**src/rtl/rf_writeback.sv**
```systemverilog
// Register-file writeback: round-robin arbitration of ALU/load results into a FIFO
// feeding the single write port. Optional forwarding built when RF_WB_BYPASS_EN is defined.
module rf_writeback #(
  parameter int DEPTH = 4,
  parameter int DW    = 32,
  parameter int AW    = 5
) (
  input  logic                     clk,
  input  logic                     rst_n,
  input  logic                     a_valid,
  output logic                     a_ready,
  input  logic [AW-1:0]            a_rd,
  input  logic [DW-1:0]            a_data,
  input  logic                     b_valid,
  output logic                     b_ready,
  input  logic [AW-1:0]            b_rd,
  input  logic [DW-1:0]            b_data,
  input  logic                     drain_en,
  output logic                     wE,
  output logic [AW-1:0]            rW,
  output logic [DW-1:0]            busW,
  input  logic [AW-1:0]            chk_ra,
  input  logic [AW-1:0]            chk_rb,
  output logic                     pend_a,
  output logic                     pend_b,
  output logic [DW-1:0]            fwd_a,
  output logic [DW-1:0]            fwd_b,
  output logic [$clog2(DEPTH):0]   count
);

  localparam int PW = $clog2(DEPTH);
  localparam int CW = PW + 1;

  logic [AW-1:0] q_rd   [DEPTH];
  logic [DW-1:0] q_data [DEPTH];
  logic [PW-1:0] wr_ptr;
  logic [PW-1:0] rd_ptr;
  logic [CW-1:0] cnt;
  logic          last_b;

  logic          space;
  logic          a_fire;
  logic          b_fire;
  logic          push;
  logic          pop;
  logic [AW-1:0] in_rd;
  logic [DW-1:0] in_data;

  // Arbitration: the port not granted last wins a contention; ready is gated by valid
  // so the two readies can never be high together.
  assign space   = (cnt < CW'(DEPTH));
  assign a_ready = a_valid && space && (!b_valid || last_b);
  assign b_ready = b_valid && space && (!a_valid || !last_b);
  assign a_fire  = a_valid && a_ready;
  assign b_fire  = b_valid && b_ready;
  assign in_rd   = a_fire ? a_rd   : b_rd;
  assign in_data = a_fire ? a_data : b_data;
  assign push    = (a_fire && (a_rd != '0)) || (b_fire && (b_rd != '0));
  assign pop     = (cnt != '0) && drain_en;
  assign count   = cnt;

  always_ff @(posedge clk or negedge rst_n) begin
    if (!rst_n) begin
      wr_ptr <= '0;
      rd_ptr <= '0;
      cnt    <= '0;
      last_b <= 1'b1;
      wE     <= 1'b0;
      rW     <= '0;
      busW   <= '0;
    end else begin
      if (a_fire) begin
        last_b <= 1'b0;
      end else if (b_fire) begin
        last_b <= 1'b1;
      end
      if (push) begin
        wr_ptr <= wr_ptr + PW'(1);
      end
      // Output stage: head moves to the write port, otherwise rW/busW hold.
      if (pop) begin
        rd_ptr <= rd_ptr + PW'(1);
        wE     <= 1'b1;
        rW     <= q_rd[rd_ptr];
        busW   <= q_data[rd_ptr];
      end else begin
        wE     <= 1'b0;
      end
      case ({push, pop})
        2'b10:   cnt <= cnt + CW'(1);
        2'b01:   cnt <= cnt - CW'(1);
        default: cnt <= cnt;
      endcase
    end
  end

  // Storage carries no reset; liveness is defined by the pointers and count alone.
  always_ff @(posedge clk) begin
    if (push) begin
      q_rd[wr_ptr]   <= in_rd;
      q_data[wr_ptr] <= in_data;
    end
  end

  logic [PW-1:0] pidx;

  always_comb begin
    pend_a = wE && (rW == chk_ra);
    pend_b = wE && (rW == chk_rb);
    pidx   = rd_ptr;
    for (int i = 0; i < DEPTH; i++) begin
      pidx = rd_ptr + PW'(i);
      if (CW'(i) < cnt) begin
        if (q_rd[pidx] == chk_ra) pend_a = 1'b1;
        if (q_rd[pidx] == chk_rb) pend_b = 1'b1;
      end
    end
    if (chk_ra == '0) pend_a = 1'b0;
    if (chk_rb == '0) pend_b = 1'b0;
  end

`ifdef RF_WB_BYPASS_EN
  logic [PW-1:0] fidx;

  // Walk oldest to newest so the youngest match overrides; output stage is oldest.
  always_comb begin
    fwd_a = '0;
    fwd_b = '0;
    fidx  = rd_ptr;
    if (wE && (rW == chk_ra)) fwd_a = busW;
    if (wE && (rW == chk_rb)) fwd_b = busW;
    for (int i = 0; i < DEPTH; i++) begin
      fidx = rd_ptr + PW'(i);
      if (CW'(i) < cnt) begin
        if (q_rd[fidx] == chk_ra) fwd_a = q_data[fidx];
        if (q_rd[fidx] == chk_rb) fwd_b = q_data[fidx];
      end
    end
    if (chk_ra == '0) fwd_a = '0;
    if (chk_rb == '0) fwd_b = '0;
  end
`else
  assign fwd_a = '0;
  assign fwd_b = '0;
`endif

endmodule

```
**config.mk**
```make
export PLATFORM = sky130hd
export DESIGN_NAME = rf_writeback
export DESIGN_NICKNAME = d
export VERILOG_FILES = /design/src/rtl/rf_writeback.sv
export SDC_FILE = /design/constraint.sdc
export NUM_CORES = 1
export LEC_CHECK = 0
export ABC_AREA = 1
export ABC_CLOCK_PERIOD_IN_PS = 3600
export BUFFER_PORTS_ARGS = -buffer_cell sky130_fd_sc_hd__buf_4
export CAP_MARGIN = 0
export CORE_UTILIZATION = 55
export CTS_BUF_LIST = sky130_fd_sc_hd__clkbuf_16
export CTS_CLUSTER_SIZE = 14
export DETAILED_ROUTE_END_ITERATION = 10
export PLACE_DENSITY = 0.86
export SLEW_MARGIN = 20
export SYNTH_ARGS = -nofsm -noshare
export SYNTH_HDL_FRONTEND = slang
export SYNTH_SLANG_ARGS = --single-unit
```
**constraint.sdc**
```tcl
create_clock -name clk -period 3.6 [get_ports clk]
set_input_delay 0.18 -clock clk [delete_from_list [all_inputs] [get_ports clk]]
set_output_delay 0.18 -clock clk [all_outputs]
set_load 0.05 [all_outputs]
```
==> metrics, run 1 <==
total power divided by cell area=936.9 nW/um2; worst hold stages=4; post-route design area=11050 um2; worst hold slack=32.97 ps; synth unique cells=36; sequential cell fraction of total power=0.348; largest net degree at the start of global routing=68; endpoint of the worst hold-timing path=last_b; met2 Resource Use GR=0.4689; CTS tree=yes; share of synthesized area occupied by flip-flops and latches=0.5915; DRT antenna net count=0; I/O Pins=198; Max-cap violations=0; Yosys Warn Count=0; clock share of power=0.188; worst slew slack as a fraction of its limit=0.5074; Final Net Count=1209; final wirelength=23.98 mm; critical path data arrival time=2820 ps; switching power as a share of total power=0.4550; CTS resizes=0; Slew Viols, Final=0; fraction of final layout cells with drive strength greater than 1=0.1717; drt via density=5.608; placeable core region=16700 um2; launch point of the worst reg-to-reg path=count[0]; peak fanout along the critical path=17; Final setup viols=0; count of buffers inserted at the top-level ports=133; worst-case clock buffer depth=2; Final Cycle Share=0.8338; clock root cell=sky130_fd_sc_hd__clkbuf_16; Initial Util=0.5665; Hold Crit Start=a_valid; sum of overflow across all layers after global routing=0; endpoint of the worst register-to-register path=busW[11]; Post-Syn Area per Cell=9.625 um2; y dimension of the die=133.2 um; mapped cell area=9462 um2; initial antenna violation count=0; flop and latch count out of synthesis=194; busiest layer in global routing=met2; met3 track demand over resource=0.05023; vias after detailed routing=7537; internal power=5.641 mW; # diodes=0; total clock buffers created by CTS=17; clock period minus final worst setup slack=3002 ps; number of cells on the worst reg-to-reg path=8; transition time of the tightest slew-check pin=738.9 ps; combinational share of power=0.464; hold crit path type=in2reg; number of cells produced by synthesis=983; final standard cell utilization of the core=0.6615; switching power summed over all nets=4.710 mW; drt drc=0; global-route usage over all layers=0.2822; count of final hold-check violations=0; crit path kind=reg2out; Peak supply drop=530.1 uV; wire length of the first global-routing pass=37.67 mm; Layout Area Growth over Synthesis=16.77%; status=completed; quantity of hold-fixing buffers added after cts=1; first drt pass iteration count=5; worst endpoint required time=3420 ps; detail-routed net length per standard cell=17.84 um; Cell Area, Placed=10430 um2; Die Footprint=17730 um2; die span in x=133.2 um; skew final=7.279 ps; number of levels in the clock H-tree=4; half-perimeter wire length after detailed placement=14.99 mm; std cell rows=47; number of post-CTS setup repair buffers=0; leakage power=4.867 nW; DRC marker count from the first detailed-route iteration=686; total power of the final layout=10.35 mW; maximum operating frequency=333.2 MHz; element type at the critical path start=flop; Worst setup EP type=output port; GR Layer Usage met1=0.3631; Num Clock Sinks=194; via count of the first global-routing pass=7099; register-to-register path setup slack=1190 ps; clock transition time at the flip-flop clock pins of the worst setup and hold paths=70 ps; clock network latency to the later pin of the worst-skew pair=430 ps; setup repair after global routing missed its margin=false; RePlAce Congestion=0.9620
## cell families after synthesis
group,share of synthesized area
AO/OA/AOI/OAI,0.07379
flip-flops,0.5915
adder cells (fa/ha/maj),0.01190
other,0.0003963
XOR/XNOR,0.008332
AND/OR/NAND/NOR,0.2235
buffers and inverters,0.09058
## layout by cell type (no fill, tap or decap), drive strengths merged, types with 6 or more instances in the layout
cell type,netlist,routed
a22oi,37,37
a31oi,6,6
a41oi,27,27
buf,80,145
clkbuf,20,17
clkinv,1,7
conb,1,64
dfrtp,45,45
edfxtp,148,148
ha,9,9
inv,50,53
nand2,364,364
nand3,79,79
nor2,75,75
o21ai,16,16
xor2,6,6
## critical path, cell delays in order (launching register included)
cell	delay [ps]
sky130_fd_sc_hd__dfrtp_1	630
sky130_fd_sc_hd__inv_1	340
sky130_fd_sc_hd__nand2_1	180
sky130_fd_sc_hd__nand2_2	230
sky130_fd_sc_hd__nand2_1	180
sky130_fd_sc_hd__nand2_1	90
sky130_fd_sc_hd__nand2_1	70
sky130_fd_sc_hd__nand2_1	50
sky130_fd_sc_hd__nor2_1	100
sky130_fd_sc_hd__nand3_1	80
sky130_fd_sc_hd__nand3_1	90
sky130_fd_sc_hd__nor2_1	40
sky130_fd_sc_hd__nor2_1	100
sky130_fd_sc_hd__buf_4	210
## registers in the layout, summed over array words and instances (netlist names)
| name | flops |
|---|---|
| q_rd | 20 |
| rd_ptr | 2 |
| busW | 32 |
| wr_ptr | 2 |
| q_data | 128 |
| count | 3 |
| rW | 5 |
| wE | 1 |
| last_b | 1 |
## layout make-up
cell class	instances	area, um2
Clock buffer	17	425.4
Clock inverter	15	186.4
Fill cell	1242	5653
Inverter	51	191.4
Multi-Input combinational cell	701	3274
Sequential cell	194	5597
Tap cell	220	275.3
Timing Repair Buffer	146	1099
## Yosys cell counts
library cell	n	area [um2]
sky130_fd_sc_hd__nand2_1	361	1355
sky130_fd_sc_hd__edfxtp_1	148	4444
sky130_fd_sc_hd__nor2_1	75	281.5
sky130_fd_sc_hd__nand3_1	73	365.4
sky130_fd_sc_hd__buf_4	65	488.0
sky130_fd_sc_hd__inv_1	48	180.2
sky130_fd_sc_hd__dfrtp_1	45	1126
sky130_fd_sc_hd__a22oi_1	37	277.8
sky130_fd_sc_hd__a41oi_1	27	236.5
sky130_fd_sc_hd__clkbuf_1	20	75.07
sky130_fd_sc_hd__o21ai_0	15	75.07
sky130_fd_sc_hd__ha_1	9	112.6
sky130_fd_sc_hd__buf_2	7	35.03
sky130_fd_sc_hd__a31oi_1	6	37.54
sky130_fd_sc_hd__nand3_2	6	60.06
sky130_fd_sc_hd__xor2_1	6	52.55
sky130_fd_sc_hd__buf_6	5	56.30
sky130_fd_sc_hd__buf_1	3	11.26
sky130_fd_sc_hd__nand2_2	3	18.77
sky130_fd_sc_hd__nor3_1	3	15.01
sky130_fd_sc_hd__xnor2_1	3	26.28
sky130_fd_sc_hd__inv_2	2	7.510
sky130_fd_sc_hd__o22ai_1	2	12.51
sky130_fd_sc_hd__o41ai_1	2	17.52
sky130_fd_sc_hd__a211oi_1	1	7.510
sky130_fd_sc_hd__a21boi_0	1	7.510
sky130_fd_sc_hd__a21oi_1	1	5.000
sky130_fd_sc_hd__a221oi_1	1	8.760
sky130_fd_sc_hd__and2_1	1	6.260
sky130_fd_sc_hd__clkinv_1	1	3.750
sky130_fd_sc_hd__conb_1	1	3.750
sky130_fd_sc_hd__dfstp_2	1	26.28
sky130_fd_sc_hd__nand4_1	1	6.260
sky130_fd_sc_hd__o211ai_1	1	7.510
sky130_fd_sc_hd__o21ai_1	1	5.000
sky130_fd_sc_hd__or2_2	1	6.260
## routing by layer
metal  share of wire  routed length, um
met5               0                  0
met4           0.029                689
met3           0.089               2139
met2            0.50              11960
met1            0.38               9191
## power groups by stage
stage | combinational (mW) | clock, mW | sequential [mW]
CTS | 4.76 | 1.96 | 3.60
global route | 5.20 | 2.05 | 3.66
detailed placement | 4.70 | 0 | 3.62
finish | 4.80 | 1.95 | 3.61
global placement | 4.55 | 0 | 3.60
floorplan | 2.67 | 0 | 4.33
## worst max path at each step
stage	cells after the start	to	start	slack [ps]
detailed placement	13	pend_b	rd_ptr[1]	1090
global placement	13	pend_b	rd_ptr[1]	1230
CTS	13	pend_b	rd_ptr[1]	630
finish	13	pend_b	rd_ptr[1]	600
global route	13	pend_b	rd_ptr[1]	320
floorplan	7	q_data[0][0]	count[2]	-30
## through the flow
| stage | TNS [ps] | setup WS, ps | cells |
|---|---|---|---|
| 5_1_grt | 0 | 322.3 | 1344 |
| 4_1_cts | 0 | 626.6 | 1344 |
| 3_3_place_gp | 0 | 1232 | 1311 |
| 3_5_place_dp | 0 | 1095 | 1311 |
| 2_1_floorplan | -4581 | -30.95 | 1046 |
| 6_report | 0 | 598.3 | 1344 |
Power figures use the tool's default switching activity.
==> run 2, diff against run 1 <==
- ABC_CLOCK_PERIOD_IN_PS: 3600 -> 2650
- CORE_UTILIZATION: 55 -> 50
- PLACE_DENSITY: 0.86 -> 0.83
- clock period: 3.6 -> 2.65 ns (I/O delays scaled with it)
==> run 2 against run 1 <==
Core utilization fell by 5.1 points. Register-to-register slack got worse by 830 ps. Highest routed layer unchanged. First-iteration DRC count fell by 7.4%. Largest power group unchanged. Die area rose by 9.8%. Critical endpoint is now pend_a. Global-route usage fell by 4.2 points. Worst setup slack got worse by 360 ps. Sequential power rose by 35%. Final cell count rose by 1.3%. Routed wire length fell by 5.6%.
==> metrics, run 2 (same netlist as run 1, synthesis figures left out) <==
Die Footprint=19480 um2; initial antenna violation count=0; total power of the final layout=13.94 mW; worst slew slack as a fraction of its limit=0.4806; Final setup viols=0; Final Cycle Share=0.9112; commonest non-fill, non-tap cells in the layout=sky130_fd_sc_hd__nand2_1 (361), sky130_fd_sc_hd__edfxtp_1 (148), sky130_fd_sc_hd__buf_4 (144); registers with the highest flip-flop counts=q_data: 128 flops, busW: 32 flops, q_rd: 20 flops; RePlAce Congestion=0.9604; fraction of final layout cells with drive strength greater than 1=0.1756; total power divided by cell area=1248 nW/um2; # diodes=0; filler instances=1436; global-route usage over all layers=0.2400; first drt pass iteration count=6; most common cell after layout, fill and taps aside=sky130_fd_sc_hd__nand2_1; area of all sequential standard cells=5598 um2; clock transition time at the flip-flop clock pins of the worst setup and hold paths=70 ps; summed negative setup slack over all endpoints=0 ps; critical path data arrival time=2280 ps; largest net degree at the start of global routing=68; transition time of the tightest slew-check pin=778.2 ps; max FFs per register=128; vias after detailed routing=7444; Worst setup EP type=output port; count of final hold-check violations=0; worst-case clock buffer depth=2; DRC marker count from the first detailed-route iteration=635; drt drc=0; clock root cell=sky130_fd_sc_hd__clkbuf_16; I/O Pins=198; Slew Viols, Final=0; count of buffers inserted at the top-level ports=133; Final Net Count=1218; leakage power=4.910 nW; Num Clock Sinks=194; clock network latency to the later pin of the worst-skew pair=430 ps; worst endpoint required time=2520 ps; skew final=12.25 ps; Peak supply drop=672.9 uV; half-perimeter wire length after detailed placement=14.64 mm; Max-cap violations=0; die span in x=139.6 um; via count of the first global-routing pass=7266; y dimension of the die=139.6 um; DRT antenna net count=0; element type at the critical path start=flop; maximum operating frequency=414.1 MHz; CTS tree=yes; final wirelength=22.63 mm; Reg with most FFs=q_data; Layout Area Growth over Synthesis=17.98%; placeable core region=18270 um2; crit path kind=reg2out; hold crit path type=in2reg; multi-input gate area in the final layout=3284 um2; peak fanout along the critical path=18; total clock buffers created by CTS=17; detail-routed net length per standard cell=16.61 um; drt via density=5.465; clock period minus final worst setup slack=2415 ps; number of levels in the clock H-tree=4; Initial Util=0.5179; wire length of the first global-routing pass=36.15 mm; std cell rows=49; sum of overflow across all layers after global routing=0; status=completed
[run 2: cell count changes in the layout (fill, tap and decap cells not counted), moves of 3 or more]
cell / delta
sky130_fd_sc_hd__inv_6: +3
sky130_fd_sc_hd__buf_12: +6
sky130_fd_sc_hd__clkinv_4: -4
sky130_fd_sc_hd__clkinv_2: +3
[run 2: final cells by class]
cell class,count,share of cell area
Multi-Input combinational cell,701,0.2942
Clock inverter,15,0.01054
Clock buffer,17,0.03811
Timing Repair Buffer,155,0.1126
Inverter,51,0.01737
Sequential cell,194,0.5015
Tap cell,229,0.02567
[run 2: final timing paths]
kind / start / endpoint / slack [ps] / depth (start not counted)
setup / recovery: rd_ptr[0] / pend_a / 240 / 13
hold / removal: a_data[30] / q_data[2][30] / 40 / 3
setup reg to reg: count[2] / count[2] / 360 / 11
hold reg to reg: last_b / last_b / 500 / 2
max in group asynchronous: rst_n / rd_ptr[0] / 1830 / 2
min in group asynchronous: rst_n / rW[4] / 300 / 2
[run 2: timing repair]
action,4_1_cts,5_1_grt
resized for setup,0,8
hold buffers,3,0
endpoints found under the setup margin,0,2
setup buffers,0,2
hold endpoints to repair,46,0
[run 2: per-stage QoR]
stage	instances	util	area [um2]	hold WS [ps]	worst slack [ps]
floorplan	1046	-	9708	-163.1	-393.6
detailed placement	1325	0.5775	10550	227.4	420.4
global placement	1325	0.5775	10550	227.0	520.4
finish	1362	0.6110	11160	44.42	235.2
global route	1362	0.6110	11160	38.66	-1.653
CTS	1360	0.6088	11120	32.63	101.2
[run 2: report_power, final]
part	leakage, nW	internal, mW	switching (mW)
registers	1.88	4.37	0.504
clock network	0.267	1.29	1.09
logic	2.76	1.97	4.72
[run 2: critical path, stage by stage (launching register included)]
cell	delay, ps
sky130_fd_sc_hd__dfrtp_2	460
sky130_fd_sc_hd__buf_4	170
sky130_fd_sc_hd__nand2_1	120
sky130_fd_sc_hd__nand2_4	160
sky130_fd_sc_hd__nand2_1	160
sky130_fd_sc_hd__nand2_1	80
sky130_fd_sc_hd__nand2_1	60
sky130_fd_sc_hd__nand2_1	60
sky130_fd_sc_hd__nor2_1	110
sky130_fd_sc_hd__nand3_1	70
sky130_fd_sc_hd__nand2_1	60
sky130_fd_sc_hd__nor2_1	50
sky130_fd_sc_hd__nor2_1	80
sky130_fd_sc_hd__buf_4	200
[run 2: per-layer routing]
metal,vias to the layer above,share of wire,global-route usage
met5,-,0,0
met4,0,0.023,0.09890
met3,46,0.079,0.04267
met2,405,0.50,0.4076
met1,3520,0.40,0.3047
li1,3473,-,-
==> run 3, diff against run 2 <==
- CELL_PAD_IN_SITES_DETAIL_PLACEMENT: not set -> 0
- CELL_PAD_IN_SITES_GLOBAL_PLACEMENT: not set -> 1
- CORE_UTILIZATION: 50 -> 38
==> run 3 against run 2 <==
Non-clock buffer count down 3. Highest routed layer unchanged. Register-to-register slack about the same. Via count down 4.1%. Clock skew down 3.9 ps. Die area up 31%. Final cell count up 6.9%. Routed wire length up 2.3%.
==> metrics, run 3 (same netlist as run 1, synthesis figures left out) <==
Layout Area Growth over Synthesis=20.06%; global-route usage over all layers=0.1809; launch point of the worst reg-to-reg path=count[0]; # diodes=0; worst setup slack after placement=368.0 ps; via count of the first global-routing pass=6750; largest net degree at the start of global routing=68; Reg with most FFs=q_data; clock transition time at the flip-flop clock pins of the worst setup and hold paths=70 ps; drt drc=0; clock period minus final worst setup slack=2476 ps; skew final=8.335 ps; detail-routed net length per standard cell=15.89 um; initial antenna violation count=0; vias after detailed routing=7137; Final setup viols=0; drt via density=4.902; Peak supply drop=550.4 uV; register-to-register path setup slack=360 ps; DRT antenna net count=0; worst hold slack=38.18 ps; number of cells on the worst reg-to-reg path=8; transition time of the tightest slew-check pin=721.5 ps; endpoint of the worst register-to-register path=busW[26]; total clock buffers created by CTS=17; post-layout worst setup margin=174.0 ps; first drt pass iteration count=5; sum of overflow across all layers after global routing=0; maximum operating frequency=403.9 MHz; std cell rows=57; final wirelength=23.14 mm; Max-cap violations=0; DRC marker count from the first detailed-route iteration=537; filler instances=2314; count of final hold-check violations=0; status=completed; Num Clock Sinks=194; Worst setup EP type=output port; Hold Crit Start=a_data[22]; endpoint of the worst hold-timing path=q_data[2][22]; total power divided by cell area=1255 nW/um2; worst endpoint required time=2520 ps; number of levels in the clock H-tree=4; hold crit path type=in2reg; Die Footprint=25530 um2; die span in x=159.8 um; clock network latency to the later pin of the worst-skew pair=420 ps; sequential cell fraction of total power=0.342; peak fanout along the critical path=30; Initial Util=0.3879; commonest non-fill, non-tap cells in the layout=sky130_fd_sc_hd__nand2_1 (359), sky130_fd_sc_hd__edfxtp_1 (148), sky130_fd_sc_hd__buf_4 (142); placeable core region=24390 um2; most common cell after layout, fill and taps aside=sky130_fd_sc_hd__nand2_1; leakage power=4.948 nW; registers with the highest flip-flop counts=q_data: 128 flops, busW: 32 flops, q_rd: 20 flops; element type at the critical path start=flop; switching power summed over all nets=6.391 mW; critical path data arrival time=2340 ps; I/O Pins=198; RePlAce Congestion=0.8880; Slew Viols, Final=0; combinational share of power=0.471; CTS tree=yes; clock share of power=0.187; switching power as a share of total power=0.4483; clock root cell=sky130_fd_sc_hd__clkbuf_16; wire length of the first global-routing pass=35.89 mm; Final Cycle Share=0.9343; worst slew slack as a fraction of its limit=0.5190; y dimension of the die=159.8 um; number of post-CTS setup repair buffers=0; half-perimeter wire length after detailed placement=15.33 mm; Final Net Count=1217; worst-case clock buffer depth=2; crit path kind=reg2out; count of buffers inserted at the top-level ports=133; worst hold stages=3; max FFs per register=128; fraction of final layout cells with drive strength greater than 1=0.1793; internal power=7.866 mW
-- run 3: cell type report --
cell class / count / area (um2) / share of cell area
Sequential cell: 194 / 5598 / 0.4928
Clock buffer: 18 / 450.4 / 0.03965
Multi-Input combinational cell: 703 / 3312 / 0.2916
Timing Repair Buffer: 152 / 1222 / 0.1076
Clock inverter: 14 / 172.7 / 0.01520
Inverter: 51 / 198.9 / 0.01751
Tap cell: 324 / 405.4 / 0.03569
-- run 3: stage by stage --
stage / cells / power [mW] / TNS, ps / util / cell area, um2
6_report: 1456 / 14.26 / 0 / 0.4657 / 11360
5_1_grt: 1456 / 15.13 / -2.960 / 0.4657 / 11360
4_1_cts: 1454 / 14.18 / 0 / 0.4636 / 11310
3_5_place_dp: 1419 / 11.49 / 0 / 0.4366 / 10650
3_3_place_gp: 1419 / 11.40 / 0 / 0.4366 / 10650
2_1_floorplan: 1046 / 9.515 / -58250 / - / 9708
-- run 3: worst max path at each step --
stage | from | endpoint | depth (start not counted)
after floorplan | count[2] | q_data[0][0] | 7
after global placement | count[0] | busW[7] | 7
after detailed placement | count[0] | busW[6] | 7
after CTS | rd_ptr[0] | pend_b | 12
after global routing | rd_ptr[0] | pend_b | 13
final | rd_ptr[0] | pend_b | 12
-- run 3: critical path: stages (launching register included) --
cell and delay [ps]:
sky130_fd_sc_hd__dfrtp_2 440, sky130_fd_sc_hd__buf_8 230, sky130_fd_sc_hd__nand2_4 110, sky130_fd_sc_hd__nand2_2 220, sky130_fd_sc_hd__nand2_1 100, sky130_fd_sc_hd__nand3_1 100
sky130_fd_sc_hd__nand2_1 60, sky130_fd_sc_hd__nor2_1 150, sky130_fd_sc_hd__nand3_1 100, sky130_fd_sc_hd__nand2_1 60, sky130_fd_sc_hd__nor2_1 40, sky130_fd_sc_hd__nor2_1 120
sky130_fd_sc_hd__buf_6 180
-- run 3: what timing repair did --
action | CTS | global route
hold buffers | 3 | 0
gates resized for setup | 1 | 14
pin swaps | 0 | 2
gates cloned | 0 | 2
endpoints found under the hold margin | 46 | 0
setup endpoints to repair | 1 | 2
-- run 3: layer usage --
layer | vias to the layer above | track usage | share of wire
li1 | 3485 | - | -
met1 | 3387 | 0.2405 | 0.44
met2 | 241 | 0.3031 | 0.48
met3 | 24 | 0.03039 | 0.056
met4 | 0 | 0.05455 | 0.018
met5 | - | 0 | 0
-- run 3: power groups by stage --
stage          Clock, mW  Sequential [mW]  Combinational [mW]
2_1_floorplan          0             5.87                3.65
3_5_place_dp           0             4.89                6.60
4_1_cts             2.70             4.85                6.63
6_report            2.66             4.87                6.72
3_3_place_gp           0             4.89                6.51
5_1_grt             2.84             4.95                7.34
